File: config.mk
export PLATFORM = sky130hd
export DESIGN_NAME = muldiv_unit
export DESIGN_NICKNAME = d
export VERILOG_FILES = /design/src/rtl/muldiv_unit.sv
export SDC_FILE = /design/constraint.sdc
export NUM_CORES = 1
export LEC_CHECK = 0
export ABC_AREA = 1
export CORE_MARGIN = 5
export CORE_UTILIZATION = 50
export DETAILED_ROUTE_END_ITERATION = 16
export DONT_BUFFER_PORTS = 1
export GPL_ROUTABILITY_DRIVEN = 1
export PLACE_DENSITY = 0.71
export SYNTH_ARGS = -nofsm -noshare
export SYNTH_HDL_FRONTEND = slang
export SYNTH_SLANG_ARGS = --single-unit
File: constraint.sdc
create_clock -name clk -period 7 [get_ports clk]
set_input_delay 1.05 -clock clk [delete_from_list [all_inputs] [get_ports clk]]
set_output_delay 1.05 -clock clk [all_outputs]
set_load 0.01 [all_outputs]
File: src/rtl/muldiv_unit.sv
`default_nettype none
// ============================================================================
// Module      : muldiv_unit
// Description : Radix-2 iterative multiply/divide unit with HI/LO registers.
//               Decodes mult/multu/div/divu/mfhi/mflo/mthi/mtlo funct codes.
//               Optional macro MULDIV_DIV0_TRAP_EN adds a div0 output and
//               short-circuits divide-by-zero.
// Revision    : 1.0 - initial release
// ============================================================================
module muldiv_unit #(
    parameter int WIDTH = 32
) (
    input  logic             clk,
    input  logic             reset,
    input  logic             start,
    input  logic [5:0]       funct,
    input  logic [WIDTH-1:0] srca,
    input  logic [WIDTH-1:0] srcb,
    output logic             busy,
    output logic             done,
    output logic [WIDTH-1:0] hi,
    output logic [WIDTH-1:0] lo,
    output logic [WIDTH-1:0] rdata
`ifdef MULDIV_DIV0_TRAP_EN
    ,
    output logic             div0
`endif
);

    localparam int CNT_W = $clog2(WIDTH + 1);

    localparam logic [5:0] c_f_mfhi  = 6'b010000;
    localparam logic [5:0] c_f_mthi  = 6'b010001;
    localparam logic [5:0] c_f_mflo  = 6'b010010;
    localparam logic [5:0] c_f_mtlo  = 6'b010011;
    localparam logic [5:0] c_f_mult  = 6'b011000;
    localparam logic [5:0] c_f_multu = 6'b011001;
    localparam logic [5:0] c_f_div   = 6'b011010;
    localparam logic [5:0] c_f_divu  = 6'b011011;

    localparam logic [1:0] c_st_idle = 2'd0;
    localparam logic [1:0] c_st_mul  = 2'd1;
    localparam logic [1:0] c_st_div  = 2'd2;
    localparam logic [1:0] c_st_fix  = 2'd3;

    logic [1:0]           r_state;
    logic [1:0]           w_next;
    logic [CNT_W-1:0]     r_cnt;
    logic [2*WIDTH-1:0]   r_prod;
    logic [WIDTH-1:0]     r_opb;
    logic [WIDTH:0]       r_rem;
    logic [WIDTH-1:0]     r_quo;
    logic                 r_qneg;
    logic                 r_rneg;
    logic                 r_is_div;
    logic [WIDTH-1:0]     r_hi;
    logic [WIDTH-1:0]     r_lo;
    logic                 r_done;

    logic                 w_is_mul;
    logic                 w_is_div;
    logic                 w_signed;
    logic                 w_sa;
    logic                 w_sb;
    logic [WIDTH-1:0]     w_absa;
    logic [WIDTH-1:0]     w_absb;
    logic [WIDTH:0]       w_add;
    logic [2*WIDTH-1:0]   w_prod_step;
    logic [WIDTH+1:0]     w_shift;
    logic [WIDTH+1:0]     w_diff;
    logic [WIDTH:0]       w_rem_step;
    logic [WIDTH-1:0]     w_quo_step;
    logic [2*WIDTH-1:0]   w_prod_fix;
    logic [WIDTH-1:0]     w_quo_fix;
    logic [WIDTH-1:0]     w_rem_fix;
    logic                 w_fix_wr;

    // ---------------- operand decode ----------------
    assign w_is_mul = (funct == c_f_mult) || (funct == c_f_multu);
    assign w_is_div = (funct == c_f_div)  || (funct == c_f_divu);
    assign w_signed = (funct == c_f_mult) || (funct == c_f_div);
    assign w_sa     = w_signed & srca[WIDTH-1];
    assign w_sb     = w_signed & srcb[WIDTH-1];
    assign w_absa   = w_sa ? -srca : srca;
    assign w_absb   = w_sb ? -srcb : srcb;

`ifdef MULDIV_DIV0_TRAP_EN
    logic r_trap;
    logic r_div0;
    logic w_trap;
    assign w_trap   = w_is_div && (srcb == '0);
    assign w_fix_wr = ~r_trap;
    assign div0     = r_div0;
`else
    assign w_fix_wr = 1'b1;
`endif

    // ---------------- iteration datapath ----------------
    // Multiply: upper half accumulates, multiplier bits shift out of the low half.
    assign w_add       = {1'b0, r_prod[2*WIDTH-1:WIDTH]}
                       + {1'b0, r_opb & {WIDTH{r_prod[0]}}};
    assign w_prod_step = {w_add, r_prod[WIDTH-1:1]};

    // Restoring divide: keep the trial difference only when it did not borrow.
    assign w_shift    = {r_rem, r_quo[WIDTH-1]};
    assign w_diff     = w_shift - {2'b00, r_opb};
    assign w_rem_step = w_diff[WIDTH+1] ? w_shift[WIDTH:0] : w_diff[WIDTH:0];
    assign w_quo_step = {r_quo[WIDTH-2:0], ~w_diff[WIDTH+1]};

    assign w_prod_fix = r_qneg ? -r_prod : r_prod;
    assign w_quo_fix  = r_qneg ? -r_quo  : r_quo;
    assign w_rem_fix  = r_rneg ? -r_rem[WIDTH-1:0] : r_rem[WIDTH-1:0];

    // ---------------- FSM: state register ----------------
    always_ff @(posedge clk) begin
        if (reset) begin
            r_state <= c_st_idle;
        end else begin
            r_state <= w_next;
        end
    end

    // ---------------- FSM: next state ----------------
    always_comb begin
        w_next = r_state;
        case (r_state)
            c_st_idle: begin
                if (start) begin
                    if (w_is_mul) begin
                        w_next = c_st_mul;
                    end else if (w_is_div) begin
`ifdef MULDIV_DIV0_TRAP_EN
                        w_next = w_trap ? c_st_fix : c_st_div;
`else
                        w_next = c_st_div;
`endif
                    end
                end
            end
            c_st_mul, c_st_div: begin
                if (r_cnt == CNT_W'(1)) begin
                    w_next = c_st_fix;
                end
            end
            c_st_fix: w_next = c_st_idle;
            default:  w_next = c_st_idle;
        endcase
    end

    // ---------------- FSM: outputs ----------------
    always_comb begin
        busy = (r_state != c_st_idle);
    end

    // ---------------- datapath registers ----------------
    always_ff @(posedge clk) begin
        if (reset) begin
            r_cnt    <= '0;
            r_prod   <= '0;
            r_opb    <= '0;
            r_rem    <= '0;
            r_quo    <= '0;
            r_qneg   <= 1'b0;
            r_rneg   <= 1'b0;
            r_is_div <= 1'b0;
            r_hi     <= '0;
            r_lo     <= '0;
            r_done   <= 1'b0;
`ifdef MULDIV_DIV0_TRAP_EN
            r_trap   <= 1'b0;
            r_div0   <= 1'b0;
`endif
        end else begin
            r_done <= (r_state == c_st_fix);
`ifdef MULDIV_DIV0_TRAP_EN
            r_div0 <= (r_state == c_st_fix) && r_trap;
`endif
            case (r_state)
                c_st_idle: begin
                    if (start) begin
                        if (funct == c_f_mthi) begin
                            r_hi <= srca;
                        end
                        if (funct == c_f_mtlo) begin
                            r_lo <= srca;
                        end
                        if (w_is_mul || w_is_div) begin
                            r_cnt    <= CNT_W'(WIDTH);
                            r_qneg   <= w_sa ^ w_sb;
                            r_rneg   <= w_sa;
                            r_is_div <= w_is_div;
                            r_prod   <= {{WIDTH{1'b0}}, w_absb};
                            r_opb    <= w_is_div ? w_absb : w_absa;
                            r_rem    <= '0;
                            r_quo    <= w_absa;
`ifdef MULDIV_DIV0_TRAP_EN
                            r_trap   <= w_trap;
`endif
                        end
                    end
                end
                c_st_mul: begin
                    r_prod <= w_prod_step;
                    r_cnt  <= r_cnt - CNT_W'(1);
                end
                c_st_div: begin
                    r_rem <= w_rem_step;
                    r_quo <= w_quo_step;
                    r_cnt <= r_cnt - CNT_W'(1);
                end
                c_st_fix: begin
                    if (w_fix_wr) begin
                        if (r_is_div) begin
                            r_hi <= w_rem_fix;
                            r_lo <= w_quo_fix;
                        end else begin
                            r_hi <= w_prod_fix[2*WIDTH-1:WIDTH];
                            r_lo <= w_prod_fix[WIDTH-1:0];
                        end
                    end
                end
                default: ;
            endcase
        end
    end

    assign hi    = r_hi;
    assign lo    = r_lo;
    assign done  = r_done;
    // Read port follows the current funct even while a long op is running.
    assign rdata = (funct == c_f_mfhi) ? r_hi :
                   (funct == c_f_mflo) ? r_lo : '0;

endmodule
`default_nettype wire

==> results.json, run 1 <==
{
  "outcome": "finished, final reports clean",
  "ys.flop_type": "dfxtp_1",
  "p_sw_share_pct": 59.32,
  "yosys-top-cells-count": "nand2_1 (1075), inv_1 (526), nor2_1 (424)",
  "grt_use_met3_pct": 6.020,
  "cp.arrival_ps": 2840,
  "area_growth_syn_to_layout_pct": 5.419,
  "clk_transition_reported_paths_ps": 70,
  "clkSinkCount": 237,
  "drtIter0Drc": 3106,
  "max_cap_violations": 0,
  "grt_max_degree": 101,
  "power_density_nw_per_um2": 645.5,
  "grt_util_all_layers_pct": 35.65,
  "setup-tns-final_ps": 0,
  "htree_num_levels": 1,
  "routed_wl_um": 91090,
  "cts_max_path_buffers": 3,
  "yosys.area.top_type": "dfxtp_1",
  "core_area_um2": 44030,
  "vias": 26020,
  "final_core_util_pct": 53.13,
  "finalMaxSlewViolations": 0,
  "slew_headroom_pct": 20.26,
  "synth_top_area_share_pct": 21.38,
  "drt_pre_antenna_iters": 6,
  "postSynth.asyncResetShare_pct": 0,
  "drive_above_1_share_pct": 3.937,
  "fin_skew_ps": 20.82,
  "grtUsageMet2_pct": 57.06,
  "nNetsFinal": 3990,
  "ioPinCount": 171,
  "portBuffers": 0,
  "clock-root-buffer": "clkbuf_16",
  "synth_warnings": 0,
  "yosysSeqAreaShare_pct": 21.38,
  "antenna_found_initial": 7,
  "synthTopCellsByArea": "dfxtp_1 (21%), nand2_1 (18%), inv_1 (8.9%)",
  "synth_cell_types": 55,
  "cp.required_ps": 5950,
  "gr-total-overflow": 0,
  "ys_seq_elements": 237,
  "worstSetupPathType": "input pin to output port",
  "top_usage_layer": "met2",
  "worstPathMaxFanout": 32,
  "syn_inst": 3951,
  "cts_tree": "yes",
  "startpoint_type": "input pin",
  "post_cts_buffers": 0,
  "p_leak_nw": 11.35,
  "syn_area_um2": 22190,
  "dpl.hpwl_um": 71280,
  "power_switching_mw": 8.957,
  "row_count": 77,
  "routed_via_density": 5.838,
  "fin_ws_ps": 3114,
  "finalCriticalPeriod_ps": 3887,
  "wire_per_inst_um": 20.44,
  "grt_util_met1_pct": 46.06,
  "worstMarginPinSlew_ps": 1193,
  "clk_latency_ps": 580,
  "pwr-share-comb_pct": 76.4,
  "fmax_mhz": 257.3,
  "p_seq_share_pct": 12.4,
  "die_y_um": 220.7,
  "synth_edf_count": 0,
  "fin_crit_sh_pct": 55.52,
  "rsz0062_at_grt": "no",
  "remaining_drc_errors": 0,
  "synth_area_per_cell_um2": 5.616,
  "die-area_um2": 48690,
  "synth_most_common_cell": "nand2_1",
  "gp_congestion": 1.080,
  "cts_buffers": 28,
  "die_w_um": 220.7,
  "start_util_pct": 50.40,
  "grt_pass1_wl_um": 135000,
  "drtAntennaViolNets": 0,
  "grt_pass1_vias": 22870,
  "cp-end-kind": "output port",
  "clockPowerShare_pct": 11.2,
  "syn_nets": 4102,
  "peakVddDrop_mv": 1.123,
  "setup_viol": 0,
  "place_ws_ps": 3131,
  "p_int_mw": 6.143,
  "hold_buffers": 0,
  "cts_resized": 0,
  "hold_class": "register to register",
  "finalHoldViolCount": 0
}
[through the flow]
step	hold WS (ps)	instance area (um^2)	instances	power, mW
2_1_floorplan	450.8	22190	3951	9.143
3_3_place_gp	469.9	22340	4401	13.13
3_5_place_dp	475.7	22340	4401	13.06
4_1_cts	486.1	23380	4453	14.95
5_1_grt	512.4	23380	4453	16.51
6_report	486.8	23390	4457	15.10
[flip-flops by register name, summed over array words and instances (netlist names)]
| signal | flops |
|---|---|
| done | 1 |
| hi | 32 |
| lo | 32 |
| r_cnt | 6 |
| r_is_div | 1 |
| r_opb | 32 |
| r_prod | 64 |
| r_qneg | 1 |
| r_quo | 32 |
| r_rem | 33 |
| r_rneg | 1 |
| r_state | 2 |
[worst max-delay path: stages]
cell and delay [ps]:
inv_1 30, nand2_1 60, nor2_1 190, nand3_1 830, o22ai_1 660
[cell usage in the layout (no fill, tap or decap), drive strengths merged, types with 16 or more instances in the layout]
master and n:
nand4 42, inv 548, clkbuf 33, nor2 440, nand3b 16, xnor2 27
dfxtp 237, nand2 1093, nor3 57, o211ai 24, nand3 369, ha 76
xor2 48, o21ai 329, o22ai 37, a21oi 358
[kinds of logic after synthesis]
group / synth area share (%)
compound gates: 19.84
xor+xnor: 2.960
fa+ha+maj: 4.466
buf+inv: 12.48
flops: 21.38
simple gates: 38.86
[final timing paths]
path                     startpoint                 endpoint  slack, ps  cells after the start
max reg2reg  r_prod[0]$_SDFFE_PP0P_  r_prod[63]$_SDFFE_PP0P_       3700                     17
min reg2reg   r_cnt[1]$_SDFFE_PP0P_    r_cnt[1]$_SDFFE_PP0P_        490                      2
max                        funct[5]                rdata[30]       3110                      5
min           r_cnt[1]$_SDFFE_PP0P_    r_cnt[1]$_SDFFE_PP0P_        490                      2
[cell type report]
class                           instances  area (um^2)
Multi-Input combinational cell       3011        14690
Fill cell                            4817        20640
Timing Repair Buffer                   14        105.1
Clock inverter                         19        279.0
Clock buffer                           33        760.7
Inverter                              547         2057
Sequential cell                       237         4747
Tap cell                              592        740.7
Antenna cell                            4        10.01
[routing by layer]
metal  share of wire (%)  vias to the layer above  wire (um)
met4                 6.6                       10       5990
met1                  40                    11800      36130
met3                 9.7                      272       8810
met2                  44                     1337      40080
li1                    -                    12600          -
met5               0.090                        -         82
[power groups by stage]
| stage | registers [mW] | logic, mW | clock network (mW) |
|---|---|---|---|
| 2_1_floorplan | 1.74 | 7.40 | 0 |
| 6_report | 1.88 | 11.5 | 1.68 |
| 3_5_place_dp | 1.88 | 11.2 | 0 |
| 5_1_grt | 1.90 | 12.9 | 1.74 |
| 4_1_cts | 1.86 | 11.4 | 1.68 |
| 3_3_place_gp | 1.89 | 11.2 | 0 |
(Power assumes the default switching activity.)
==> run 2, diff against run 1 <==
- clock period: 7 -> 3.64 ns (I/O delays scaled with it)
==> results.json, run 2 (same netlist as run 1, synthesis figures left out) <==
{
  "finalHoldViolCount": 0,
  "post_cts_buffers": 0,
  "grt_max_degree": 82,
  "cts_tree": "yes",
  "largest_reg_flops": 64,
  "fmax_mhz": 327.8,
  "wire_per_inst_um": 20.88,
  "clk_transition_reported_paths_ps": 60,
  "layout_common_cells": "nand2_1 (1075), inv_1 (525), nor2_1 (423)",
  "power_density_nw_per_um2": 1144,
  "hold_class": "input pin to register",
  "cts_max_path_buffers": 3,
  "worst-r2r-setup-slack_ps": 590,
  "gr-total-overflow": 0,
  "worstMarginPinSlew_ps": 1158,
  "routed_via_density": 5.886,
  "fin_ws_ps": 589.1,
  "cp-end-kind": "register",
  "power.total_mw": 26.91,
  "power_switching_mw": 15.81,
  "biggestRegsByFlops": "r_prod (64), r_rem (33)",
  "start_util_pct": 50.40,
  "worstSetupPathType": "register to register",
  "nFillCells": 4738,
  "dp_cells": 4416,
  "clock-root-buffer": "clkbuf_16",
  "antenna_found_initial": 6,
  "drtAntennaViolNets": 0,
  "cp.arrival_ps": 3560,
  "setup-tns-final_ps": 0,
  "cts_resized": 0,
  "ioPinCount": 171,
  "die_y_um": 220.7,
  "die_w_um": 220.7,
  "fin_skew_ps": 20.60,
  "pwr-share-comb_pct": 74.7,
  "remaining_drc_errors": 0,
  "cpLargestDelayFamily": "simple AND/OR/NAND/NOR gates",
  "outcome": "finished, final reports clean",
  "p_int_mw": 11.10,
  "clkSinkCount": 237,
  "p_leak_nw": 11.43,
  "slew_headroom_pct": 22.81,
  "final_cell_count_no_fill": 4475,
  "cp_num_buf_inv": 3,
  "drive_above_1_share_pct": 4.331,
  "final_common_cell": "nand2_1",
  "gp_congestion": 1.097,
  "startpoint_type": "register",
  "cts_buffers": 30,
  "worstPathMaxFanout": 13,
  "core_area_um2": 44030,
  "p_seq_share_pct": 13.3,
  "finalMaxSlewViolations": 0,
  "die-area_um2": 48690,
  "cpMostUsedCell": "nand2_1",
  "portBuffers": 0,
  "max_cap_violations": 0,
  "nNetsFinal": 4007,
  "final_core_util_pct": 53.42,
  "setup_viol": 0,
  "peakVddDrop_mv": 2.351,
  "clockPowerShare_pct": 12.0,
  "rsz0062_at_grt": "no",
  "finalCriticalPeriod_ps": 3051,
  "hold_buffers": 0,
  "dpl.hpwl_um": 73500,
  "cp_slowest_cell": "dfxtp_1",
  "p_sw_share_pct": 58.75,
  "clk_latency_ps": 580,
  "drtIter0Drc": 3588,
  "routed_wl_um": 93450,
  "area_growth_syn_to_layout_pct": 6.005,
  "drt_pre_antenna_iters": 6,
  "crit_chain": "nand2_1 -> inv_1 -> ha_1 -> inv_1 -> fa_1 -> inv_1 -> nand3_1 -> nand3_1 -> a21oi_1 -> o21ai_0 -> nand3_1 -> nand2_1 -> nand2_1 -> nand2_1 -> nand2_1 -> a21oi_1",
  "cp.required_ps": 4150,
  "fin_crit_sh_pct": 83.82,
  "slowest_delay_ps": 600,
  "vias": 26340,
  "grt_pass1_vias": 22700,
  "row_count": 77,
  "grt_util_all_layers_pct": 36.42,
  "htree_num_levels": 1,
  "regMostFlops": "r_prod",
  "place_ws_ps": 685.3,
  "grt_pass1_wl_um": 137300
}
[run 2: power by group through the flow]
stage / sequential (mW) / combinational (mW) / clock [mW]
floorplan: 3.35 / 14.2 / 0
global placement: 3.61 / 20.0 / 0
detailed placement: 3.60 / 19.9 / 0
CTS: 3.55 / 20.0 / 3.23
global route: 3.59 / 21.5 / 3.36
finish: 3.57 / 20.1 / 3.23
[run 2: worst paths after layout]
check	cells past startpoint	end	from
worst max register to register	16	r_prod[63]$_SDFFE_PP0P_	r_prod[0]$_SDFFE_PP0P_
worst min register to register	2	r_rem[1]$_SDFFE_PP0P_	r_rem[1]$_SDFFE_PP0P_
worst min-delay path	1	r_prod[62]$_SDFFE_PP0P_	reset
worst max-delay path	16	r_prod[63]$_SDFFE_PP0P_	r_prod[0]$_SDFFE_PP0P_
[run 2: routing by layer]
metal | global-route usage, % | up-vias | part of all wire (%)
li1 | - | 12640 | -
met2 | 56.01 | 1483 | 43
met5 | 0 | - | 0.018
met3 | 7.976 | 288 | 11
met4 | 20.28 | 4 | 6.6
met1 | 47.46 | 11920 | 39
[run 2: cell type report]
cell class	instances	area, um^2	share of cell area [%]
antenna	4	10.01	0.04256
clock buffer	39	845.8	3.596
clock inverter	16	203.9	0.8671
inverter	547	2057	8.745
multi-input combinational	3011	14690	62.44
sequential	237	4747	20.18
tap	592	740.7	3.149
timing repair buffer	29	230.2	0.9788
[run 2: worst register-to-register path: stages, from the launching register on]
cell     delay [ps]
dfxtp_1         600
nand2_1         100
inv_1            70
ha_1            180
inv_1            90
fa_1            410
inv_1            70
nand3_1          60
nand3_1         130
a21oi_1         150
o21ai_0         480
nand3_1         220
nand2_1         140
nand2_1          60
nand2_1          60
nand2_1          50
a21oi_1         140
[run 2: metrics by stage]
| step | hold WS [ps] | area, um^2 |
|---|---|---|
| 5_1_grt | 41.32 | 23510 |
| 2_1_floorplan | 450.8 | 22190 |
| 3_5_place_dp | 479.6 | 22460 |
| 3_3_place_gp | 472.5 | 22460 |
| 4_1_cts | 39.74 | 23510 |
| 6_report | 47.19 | 23520 |
